### config.mk
export PLATFORM = sky130hd
export DESIGN_NAME = seg7_scan_ctrl
export DESIGN_NICKNAME = d
export VERILOG_FILES = /design/src/rtl/seg7_scan_ctrl.sv
export SDC_FILE = /design/constraint.sdc
export NUM_CORES = 1
export LEC_CHECK = 0
export ABC_AREA = 1
export BUFFER_PORTS_ARGS = -buffer_cell sky130_fd_sc_hd__buf_2
export CAP_MARGIN = 5
export CORE_MARGIN = 2
export CORE_UTILIZATION = 30
export CTS_CLUSTER_DIAMETER = 40
export DETAILED_ROUTE_END_ITERATION = 12
export GPL_TIMING_DRIVEN = 0
export SLEW_MARGIN = 20
export SYNTH_ARGS = -nofsm -noshare
export SYNTH_HDL_FRONTEND = slang
export SYNTH_SLANG_ARGS = --single-unit
### constraint.sdc
create_clock -name CLK -period 2 [get_ports CLK]
set_clock_uncertainty 0.15 [all_clocks]
set_input_delay 0.4 -clock CLK [delete_from_list [all_inputs] [get_ports CLK]]
set_output_delay 0.4 -clock CLK [all_outputs]
set_load 0.005 [all_outputs]
### src/rtl/seg7_scan_ctrl.sv
// seg7_scan_ctrl: 4-digit multiplexed 7-segment driver with a serial double-dabble converter.
// Define LEADING_ZERO_BLANK_EN to blank leading zero digits.
module seg7_scan_ctrl #(
  parameter int SCAN_DIV     = 12,
  parameter int BLANK_CYCLES = 16
) (
  input  logic        CLK,
  input  logic        RST,
  input  logic [15:0] value,
  input  logic [3:0]  dp_mask,
  input  logic        load_valid,
  output logic        load_ready,
  output logic [7:0]  seg_n,
  output logic [3:0]  dig_en
);
  localparam int BW = $clog2(BLANK_CYCLES + 1);
  localparam int CW = (SCAN_DIV + 1 > BW) ? SCAN_DIV + 1 : BW;
  localparam logic [CW-1:0] ON_LAST = CW'((2 ** SCAN_DIV) - 1);
  localparam logic [CW-1:0] BL_LAST = CW'(BLANK_CYCLES - 1);
  localparam logic [3:0] DASH = 4'hA;
  typedef enum logic [1:0] {IDLE, CONVERT, COMMIT} cst_t;
  cst_t st_q, st_d;
  logic [31:0] sh_q, sh_d;
  logic [3:0] cnt_q, cnt_d, ldp_q, ldp_d, ddp_q, ddp_d, den_q, den_d;
  logic big_q, big_d, ready_q, ready_d, on_q, on_d, ph_last, lz;
  logic [15:0] disp_q, disp_d, adj;
  logic [1:0] idx_q, idx_d;
  logic [CW-1:0] ph_q, ph_d;
  logic [7:0] seg_q, seg_d;
  logic [3:0] cur;
  function automatic logic [6:0] seg_pat(input logic [3:0] d);
    case (d)
      4'd0: seg_pat = 7'h3F;
      4'd1: seg_pat = 7'h06;
      4'd2: seg_pat = 7'h5B;
      4'd3: seg_pat = 7'h4F;
      4'd4: seg_pat = 7'h66;
      4'd5: seg_pat = 7'h6D;
      4'd6: seg_pat = 7'h7D;
      4'd7: seg_pat = 7'h07;
      4'd8: seg_pat = 7'h7F;
      4'd9: seg_pat = 7'h6F;
      default: seg_pat = 7'h40;
    endcase
  endfunction
  // BCD nibbles >= 5 get +3 before each left shift
  for (genvar i = 0; i < 4; i++) begin : g_adj
    assign adj[i*4 +: 4] = (sh_q[16+i*4 +: 4] >= 4'd5) ? sh_q[16+i*4 +: 4] + 4'd3 : sh_q[16+i*4 +: 4];
  end
`ifdef LEADING_ZERO_BLANK_EN
  assign lz = (idx_q == 2'd0 && disp_q[15:12] == 4'd0) || (idx_q == 2'd1 && disp_q[15:8] == 8'd0) ||
              (idx_q == 2'd2 && disp_q[15:4] == 12'd0);
`else
  assign lz = 1'b0;
`endif
  always_comb begin
    st_d = st_q;
    sh_d = sh_q;
    cnt_d = cnt_q;
    big_d = big_q;
    ldp_d = ldp_q;
    disp_d = disp_q;
    ddp_d = ddp_q;
    case (st_q)
      IDLE: if (load_valid && ready_q) begin
        st_d = CONVERT;
        sh_d = {16'h0, value};
        cnt_d = 4'd0;
        big_d = value > 16'd9999;
        ldp_d = dp_mask;
      end
      CONVERT: begin
        sh_d = {adj, sh_q[15:0]} << 1;
        cnt_d = cnt_q + 4'd1;
        st_d = (cnt_q == 4'd15) ? COMMIT : CONVERT;
      end
      COMMIT: begin
        st_d = IDLE;
        disp_d = big_q ? {4{DASH}} : sh_q[31:16];
        ddp_d = big_q ? 4'd0 : ldp_q;
      end
      default: st_d = IDLE;
    endcase
    ready_d = st_d == IDLE;
  end
  // Scan timing free-runs; the display register is only sampled here
  always_comb begin
    ph_last = ph_q == (on_q ? ON_LAST : BL_LAST);
    on_d = on_q ^ ph_last;
    ph_d = ph_last ? '0 : ph_q + CW'(1);
    idx_d = idx_q + {1'b0, !on_q && ph_last};
    cur = disp_q[{~idx_q, 2'b00} +: 4];
    seg_d = on_q ? {~ddp_q[idx_q], lz ? 7'h7F : ~seg_pat(cur)} : 8'hFF;
    den_d = on_q ? 4'b0001 << idx_q : 4'b0000;
  end
  always_ff @(posedge CLK) begin
    if (RST) begin
      st_q <= IDLE;
      sh_q <= '0;
      cnt_q <= '0;
      big_q <= 1'b0;
      ldp_q <= '0;
      disp_q <= '0;
      ddp_q <= '0;
      ready_q <= 1'b0;
      on_q <= 1'b1;
      idx_q <= '0;
      ph_q <= '0;
      seg_q <= 8'hFF;
      den_q <= '0;
    end else begin
      st_q <= st_d;
      sh_q <= sh_d;
      cnt_q <= cnt_d;
      big_q <= big_d;
      ldp_q <= ldp_d;
      disp_q <= disp_d;
      ddp_q <= ddp_d;
      ready_q <= ready_d;
      on_q <= on_d;
      idx_q <= idx_d;
      ph_q <= ph_d;
      seg_q <= seg_d;
      den_q <= den_d;
    end
  end
  assign load_ready = ready_q;
  assign seg_n = seg_q;
  assign dig_en = den_q;
endmodule

==> flow_summary_export.csv, run 1 <==
group,metric,value,unit
yosys,ys_seq_area_share,42.3,%
drt,finalWirelength,9150,um
clock_network,cts_tree,"yes",
yosys,synthMostInstantiatedCell,"nand2_1",
yosys,ys_ff_latch,92,
clock_network,ctsRootBufferMaster,"clkbuf_16",
timing,period_needed,1.79,ns
worst_setup_path,crit_path_end_kind,"flip-flop",
global_route,grt_pass1_vias,3390,
cells_and_area,drive_above_1_share,18.9,%
worst_setup_path,cp.arrival,1.86,ns
timing,fin_hold_ws,0.127,ns
timing,setup_violations,0,
yosys,netlist_top_cells_area,"dfxtp_1 (42%), nand2_1 (10%), nand3_1 (6.4%), inv_1 (6.0%), o21ai_0 (5.1%)",
yosys,syn_avg_cell_area,7.63,sq um
clock_network,cts_buffers,9,
hold_path,hp-start,"dp_mask[2]",
cells_and_area,syn_to_final_growth,17.0,%
yosys,async_reset_ff_share,0,%
power_and_ir_drop,irDropWorstVdd,0.417,mV
global_route,globalRoute.totalOverflow,0,
clock_network,cts_sinks,92,
power_and_ir_drop,p_sw_share,23.3,%
worst_setup_path,r2r-start,"ph_q[0]",
place,place.gp.congestion,0.815,
timing,rsz0062_at_grt,"no",
drt,dr.pass1.iters,5,
yosys,synth.net_count,610,
floorplanning,coreArea,14400,sq um
floorplanning,num_rows,44,
worst_setup_path,max_stage_delay,0.34,ns
floorplanning,floorplan.initialDensity,30.3,%
clock_network,htree_num_levels,3,
power_and_ir_drop,seqPwrFrac,47.4,%
worst_setup_path,r2r_cells,9,
worst_setup_path,critical-path-top-delay-family,"adder cells",
clock_network,hold_buffers,0,
cells_and_area,n_fill_cell,1502,
worst_setup_path,rrSetupSlack,0.21,ns
floorplanning,dieArea,15500,sq um
timing,setup_tns,0,ns
hold_path,min_to,"ldp_q[2]",
power_and_ir_drop,p_comb_share,7.3,%
timing,maxSlewViolCount,0,
worst_setup_path,worst_path_max_delay_cell,"dfxtp_2",
clock_network,clk_pin_slew,0.07,ns
cells_and_area,final_nets,656,
yosys,ys.flop_type,"dfxtp_1",
worst_setup_path,critPathKind,"reg2reg",
worst_setup_path,crit_path_max_fanout,4,
yosys,syn_inst,570,
drt,num_vias,3641,
drt,drcViolationCount,0,
worst_setup_path,cp.required,2.08,ns
drt,drt_iter0_drc,254,
cells_and_area,diodes,0,
power_and_ir_drop,power.leakage,2.01,nW
timing,fmax,559,MHz
hold_path,hp-class,"in2reg",
clock_network,clock_path_buffers,2,
global_route,grt_max_degree,16,
yosys,netlist.top_cell.by_area,"dfxtp_1",
cells_and_area,finish.utilization,35.4,%
worst_setup_path,crit_path_start_kind,"flip-flop",
power_and_ir_drop,powerDensity,791,nW/um^2
place,dp_hpwl,6660,um
status,outcome,"finished, final reports clean",
floorplanning,fp.dieH,124,um
timing,post-route-period-util,89.4,%
timing,finalHoldViolCount,0,
worst_setup_path,crit_top_cell,"ha_2",
floorplanning,die_w,124,um
global_route,grt_pass1_wl,15800,um
yosys,netlist_top_cells_count,"nand2_1 (121), dfxtp_1 (92), inv_1 (69), nand3_1 (56), o21ai_0 (44)",
job,max_cap_violations,0,
worst_setup_path,path_cells,"ha_2 -> nand3_2 -> nor2_2 -> nand2_1 -> a21oi_2 -> ha_2 -> ha_1 -> xnor2_1 -> nor2_1",
power_and_ir_drop,power_switching,0.939,mW
clock_network,postCtsSetupBuffers,0,
drt,antenna_left,0,
hold_path,whs_path_depth,3,
yosys,ys_types,33,
yosys,ys_warn_count,0,
cells_and_area,multiInputGateArea,2120,sq um
worst_setup_path,reg2reg_to,"idx_q[1]",
drt,avgViaCountPerCell,4.53,
worst_setup_path,path_buf_inv,0,
global_route,grt.total_usage,12.4,%
yosys,syn_area,4350,sq um
clock_network,worstSkewPairLatency,0.35,ns
timing,slew_headroom,68.4,%
power_and_ir_drop,internal_power,3.09,mW
floorplanning,io-pin-count,36,
power_and_ir_drop,clkPwrFrac,45.3,%
timing,worst_slew_pin_slew,0.474,ns
yosys,synth_top_area_share,42.3,%
global_route,antenna_found_initial,0,
place,portBuffers,35,
yosys,synth_edf_count,0,
cells_and_area,regArea,1840,sq um
clock_network,ctsResizeCount,0,
drt,avgRoutedWirePerCell,11.4,um
[worst max path at each step]
stage,slack (ns),depth (start not counted),startpoint,end
finish,0.21,9,ph_q[0],idx_q[1]
detailed placement,0.08,9,ph_q[0],idx_q[1]
floorplan,0.34,9,ph_q[0],idx_q[1]
global placement,0.12,9,ph_q[0],idx_q[1]
CTS,0.08,9,ph_q[0],idx_q[1]
global route,0.03,10,idx_q[0],seg_n[5]
[placed cells by master (no fill, tap or decap), drive strengths merged]
cell,instances
o21ai,69
clkbuf,17
bufinv,2
a21oi,22
nand4,4
nand3b,2
xnor2,4
a22oi,1
nor2,48
buf,49
o22ai,4
inv,75
nand2,124
a211oi,2
nor4,2
nand3,56
nor3,8
or2,2
dfxtp,92
clkinv,2
ha,17
xor2,8
o211ai,2
a31oi,8
[flip-flops by register name, summed over array words and instances, names as in the netlist]
register    count
sh_q           32
st_q            2
load_ready      1
big_q           1
seg_n           8
idx_q           2
on_q            1
cnt_q           4
ddp_q           4
disp_q         16
ph_q           13
dig_en          4
ldp_q           4
[cells by family after synthesis]
kind of cell	after synthesis	synth area share, %
compound gates	108	15.8
buf+inv	95	9.41
fa+ha+maj	17	4.89
xor+xnor	12	2.42
simple gates	246	25.2
flops	92	42.3
[tightest hold or removal path: cells and delay by family]
| kind | cells | cell delay, ns |
|---|---|---|
| AND/OR/NAND/NOR | 2 | 0.12 |
| buffers and inverters | 1 | 0.08 |
[cell type report]
type                       instances  share of cell area [%]
inverter                          74                    5.46
sequential                        92                    36.2
buffer                            21                    2.58
multi-input combinational        383                    41.6
tap                              184                    4.52
clock buffer                      10                    4.50
clock inverter                     5                    1.70
timing repair buffer              35                    3.44
[layer usage]
| metal | vias up | GRT usage [%] | share of wire, % |
|---|---|---|---|
| met4 | 0 | 3.97 | 1.4 |
| met3 | 8 | 3.39 | 3.4 |
| met5 | - | 0 | 0 |
| met1 | 1640 | 15.4 | 50 |
| li1 | 1948 | - | - |
| met2 | 45 | 20.7 | 45 |
[metrics by stage]
step                instance area, sq um  setup WS, ns  power [mW]  instances
detailed placement                  4750        0.0787        2.24        789
finish                              5090         0.211        4.03        804
global placement                    4750         0.115        2.24        789
global route                        5090        0.0314        4.19        804
CTS                                 5070        0.0794        4.08        804
floorplan                           4350         0.335        2.15        570
[power groups by stage]
| stage | Sequential, mW | Combinational [mW] | Clock [mW] |
|---|---|---|---|
| final | 1.91 | 0.294 | 1.83 |
| after global placement | 1.95 | 0.294 | 0 |
| after CTS | 1.91 | 0.297 | 1.87 |
| after floorplan | 1.95 | 0.205 | 0 |
| after global routing | 1.91 | 0.332 | 1.95 |
| after detailed placement | 1.95 | 0.295 | 0 |
Power figures use the tool's default switching activity.
==> run 2, diff against run 1 <==
--- a/config.mk
+++ b/config.mk
@@ -9,10 +9,11 @@
 export BUFFER_PORTS_ARGS = -buffer_cell sky130_fd_sc_hd__buf_2
 export CAP_MARGIN = 5
 export CORE_MARGIN = 2
-export CORE_UTILIZATION = 30
+export CORE_UTILIZATION = 55
 export CTS_CLUSTER_DIAMETER = 40
 export DETAILED_ROUTE_END_ITERATION = 12
 export GPL_TIMING_DRIVEN = 0
+export PLACE_DENSITY = 0.74
 export SLEW_MARGIN = 20
 export SYNTH_ARGS = -nofsm -noshare
 export SYNTH_HDL_FRONTEND = slang
==> run 2 against run 1 <==
  * Wire length down 3.5%
  * Count of clock-buffer cells in the layout up 3
  * Core utilization up 28 points
  * Critical endpoint is now seg_n[5]
==> flow_summary_export.csv, run 2 (synthesis gave the netlist of run 1 again) <==
group,metric,value,unit
worst_setup_path,r2r-start,"idx_q[0]",
cells_and_area,diodes,0,
power_and_ir_drop,power_switching,0.844,mW
power_and_ir_drop,seqPwrFrac,54.8,%
clock_network,hold_buffers,0,
clock_network,cts_tree,"yes",
global_route,grt.total_usage,21.8,%
worst_setup_path,critPathKind,"reg2reg",
clock_network,cts_sinks,92,
global_route,antenna_found_initial,0,
clock_network,cts_buffers,9,
power_and_ir_drop,p_sw_share,24.3,%
worst_setup_path,cp.arrival,1.90,ns
hold_path,hp-class,"in2reg",
power_and_ir_drop,p_comb_share,8.5,%
status,outcome,"finished, final reports clean",
drt,drcViolationCount,0,
global_route,grt_pass1_wl,15200,um
worst_setup_path,cp.required,2.09,ns
hold_path,hp-start,"dp_mask[3]",
cells_and_area,drive_above_1_share,18.0,%
cells_and_area,syn_to_final_growth,11.8,%
drt,num_vias,3693,
place,dp_hpwl,6560,um
timing,fin_hold_ws,0.113,ns
drt,dr.pass1.iters,4,
cells_and_area,final_nets,656,
place,portBuffers,35,
global_route,grt_max_degree,15,
power_and_ir_drop,clkPwrFrac,36.8,%
floorplanning,fp.dieH,92.9,um
cells_and_area,largest-register,"sh_q",
timing,period_needed,1.81,ns
timing,rsz0062_at_grt,"no",
clock_network,ctsRootBufferMaster,"clkbuf_8",
cells_and_area,finish.utilization,63.3,%
cells_and_area,final_cell_mix,"nand2_1 (121), dfxtp_1 (92), inv_1 (69)",
floorplanning,die_w,92.9,um
floorplanning,floorplan.initialDensity,56.6,%
clock_network,htree_num_levels,3,
worst_setup_path,crit_top_cell,"nand3_1",
timing,finalHoldViolCount,0,
drt,wl_met1,4390,um
floorplanning,dieArea,8640,sq um
worst_setup_path,crit_path_max_fanout,10,
clock_network,worstSkewPairLatency,0.35,ns
clock_network,clock_path_buffers,2,
timing,setup_tns,0,ns
power_and_ir_drop,irDropWorstVdd,0.373,mV
clock_network,clk_pin_slew,0.09,ns
drt,met2_length,4030,um
place,place.gp.congestion,0.855,
worst_setup_path,max_stage_delay,0.37,ns
worst_setup_path,critical-path-top-delay-family,"simple AND/OR/NAND/NOR gates",
cells_and_area,n_fill_cell,716,
drt,antenna_left,0,
power_and_ir_drop,power.leakage,1.96,nW
global_route,grt_pass1_vias,3443,
drt,wl_met3,298,um
worst_setup_path,crit_path_start_kind,"flip-flop",
place,place_area,4650,sq um
cells_and_area,largest_reg_flops,32,
worst_setup_path,worstSetupStartpoint,"idx_q[0]",
drt,drt_iter0_drc,170,
drt,highest_layer,"met4",
cells_and_area,top_regs,"sh_q x32, disp_q x16, ph_q x13",
worst_setup_path,crit_path_end_kind,"flip-flop",
power_and_ir_drop,powerDensity,716,nW/um^2
drt,avgViaCountPerCell,5.11,
worst_setup_path,rrSetupSlack,0.19,ns
floorplanning,io-pin-count,36,
timing,fmax,552,MHz
worst_setup_path,worst_path_max_delay_cell,"dfxtp_1",
worst_setup_path,path_cells,"inv_1 -> buf_2 -> nand2_1 -> nand3_1 -> nand2_1 -> inv_1 -> ha_1 -> nand3b_1 -> nand3_1 -> nand3_1",
timing,worst_slew_pin_slew,0.477,ns
timing,slew_headroom,68.0,%
job,max_cap_violations,0,
floorplanning,num_rows,32,
cells_and_area,fin_area,4860,sq um
clock_network,ctsResizeCount,0,
drt,finalWirelength,8820,um
drt,avgRoutedWirePerCell,12.2,um
worst_setup_path,path_buf_inv,3,
cells_and_area,final_common_cell,"nand2_1",
floorplanning,coreArea,7690,sq um
clock_network,postCtsSetupBuffers,0,
power_and_ir_drop,internal_power,2.64,mW
timing,maxSlewViolCount,0,
timing,post-route-period-util,90.6,%
timing,setup_violations,0,
global_route,globalRoute.totalOverflow,0,
[run 2: changes by cell type in the layout (fill, tap and decap cells not counted), sizes merged]
cell,previous run,this run
clkinv,2,0
inv,75,74
clkinvlp,0,2
bufinv,2,1
clkbuf,17,20
[run 2: worst register-to-register path, cell delays in order (launching register included)]
cell	delay, ns
dfxtp_1	0.37
inv_1	0.06
buf_2	0.18
nand2_1	0.09
nand3_1	0.06
nand2_1	0.19
inv_1	0.09
ha_1	0.19
nand3b_1	0.17
nand3_1	0.10
nand3_1	0.06
[run 2: final timing paths]
path,end,cells past startpoint
worst max-delay path,seg_n[5],10
worst min-delay path,ldp_q[3],3
worst max register to register,seg_n[5],10
worst min register to register,ph_q[0],1
[run 2: final cells by class]
class	count	area, sq um	share of cell area, %
tap	102	128	2.62
inverter	74	278	5.71
clock buffer	13	159	3.27
timing repair buffer	35	175	3.60
sequential	92	1840	37.9
clock inverter	3	45.0	0.926
buffer	21	131	2.70
multi-input combinational	383	2110	43.3
[run 2: metal layers]
| layer | vias up | GRT usage [%] |
|---|---|---|
| met1 | 1691 | 29.8 |
| met4 | 0 | 6.37 |
| met5 | - | 0 |
| met2 | 49 | 35.9 |
| li1 | 1943 | - |
| met3 | 10 | 3.17 |
[run 2: power by group through the flow]
stage	Clock [mW]	Sequential, mW	Combinational [mW]
finish	1.28	1.91	0.294
CTS	1.30	1.91	0.294
floorplan	0	1.95	0.205
global placement	0	1.95	0.288
detailed placement	0	1.95	0.293
global route	1.37	1.91	0.329
[run 2: stage by stage]
stage	std cells	setup WS [ns]	power (mW)
after floorplan	570	0.335	2.15
after global placement	707	0.216	2.24
after detailed placement	707	0.161	2.24
after CTS	723	0.134	3.50
after global routing	723	0.0175	3.62
final	723	0.189	3.48
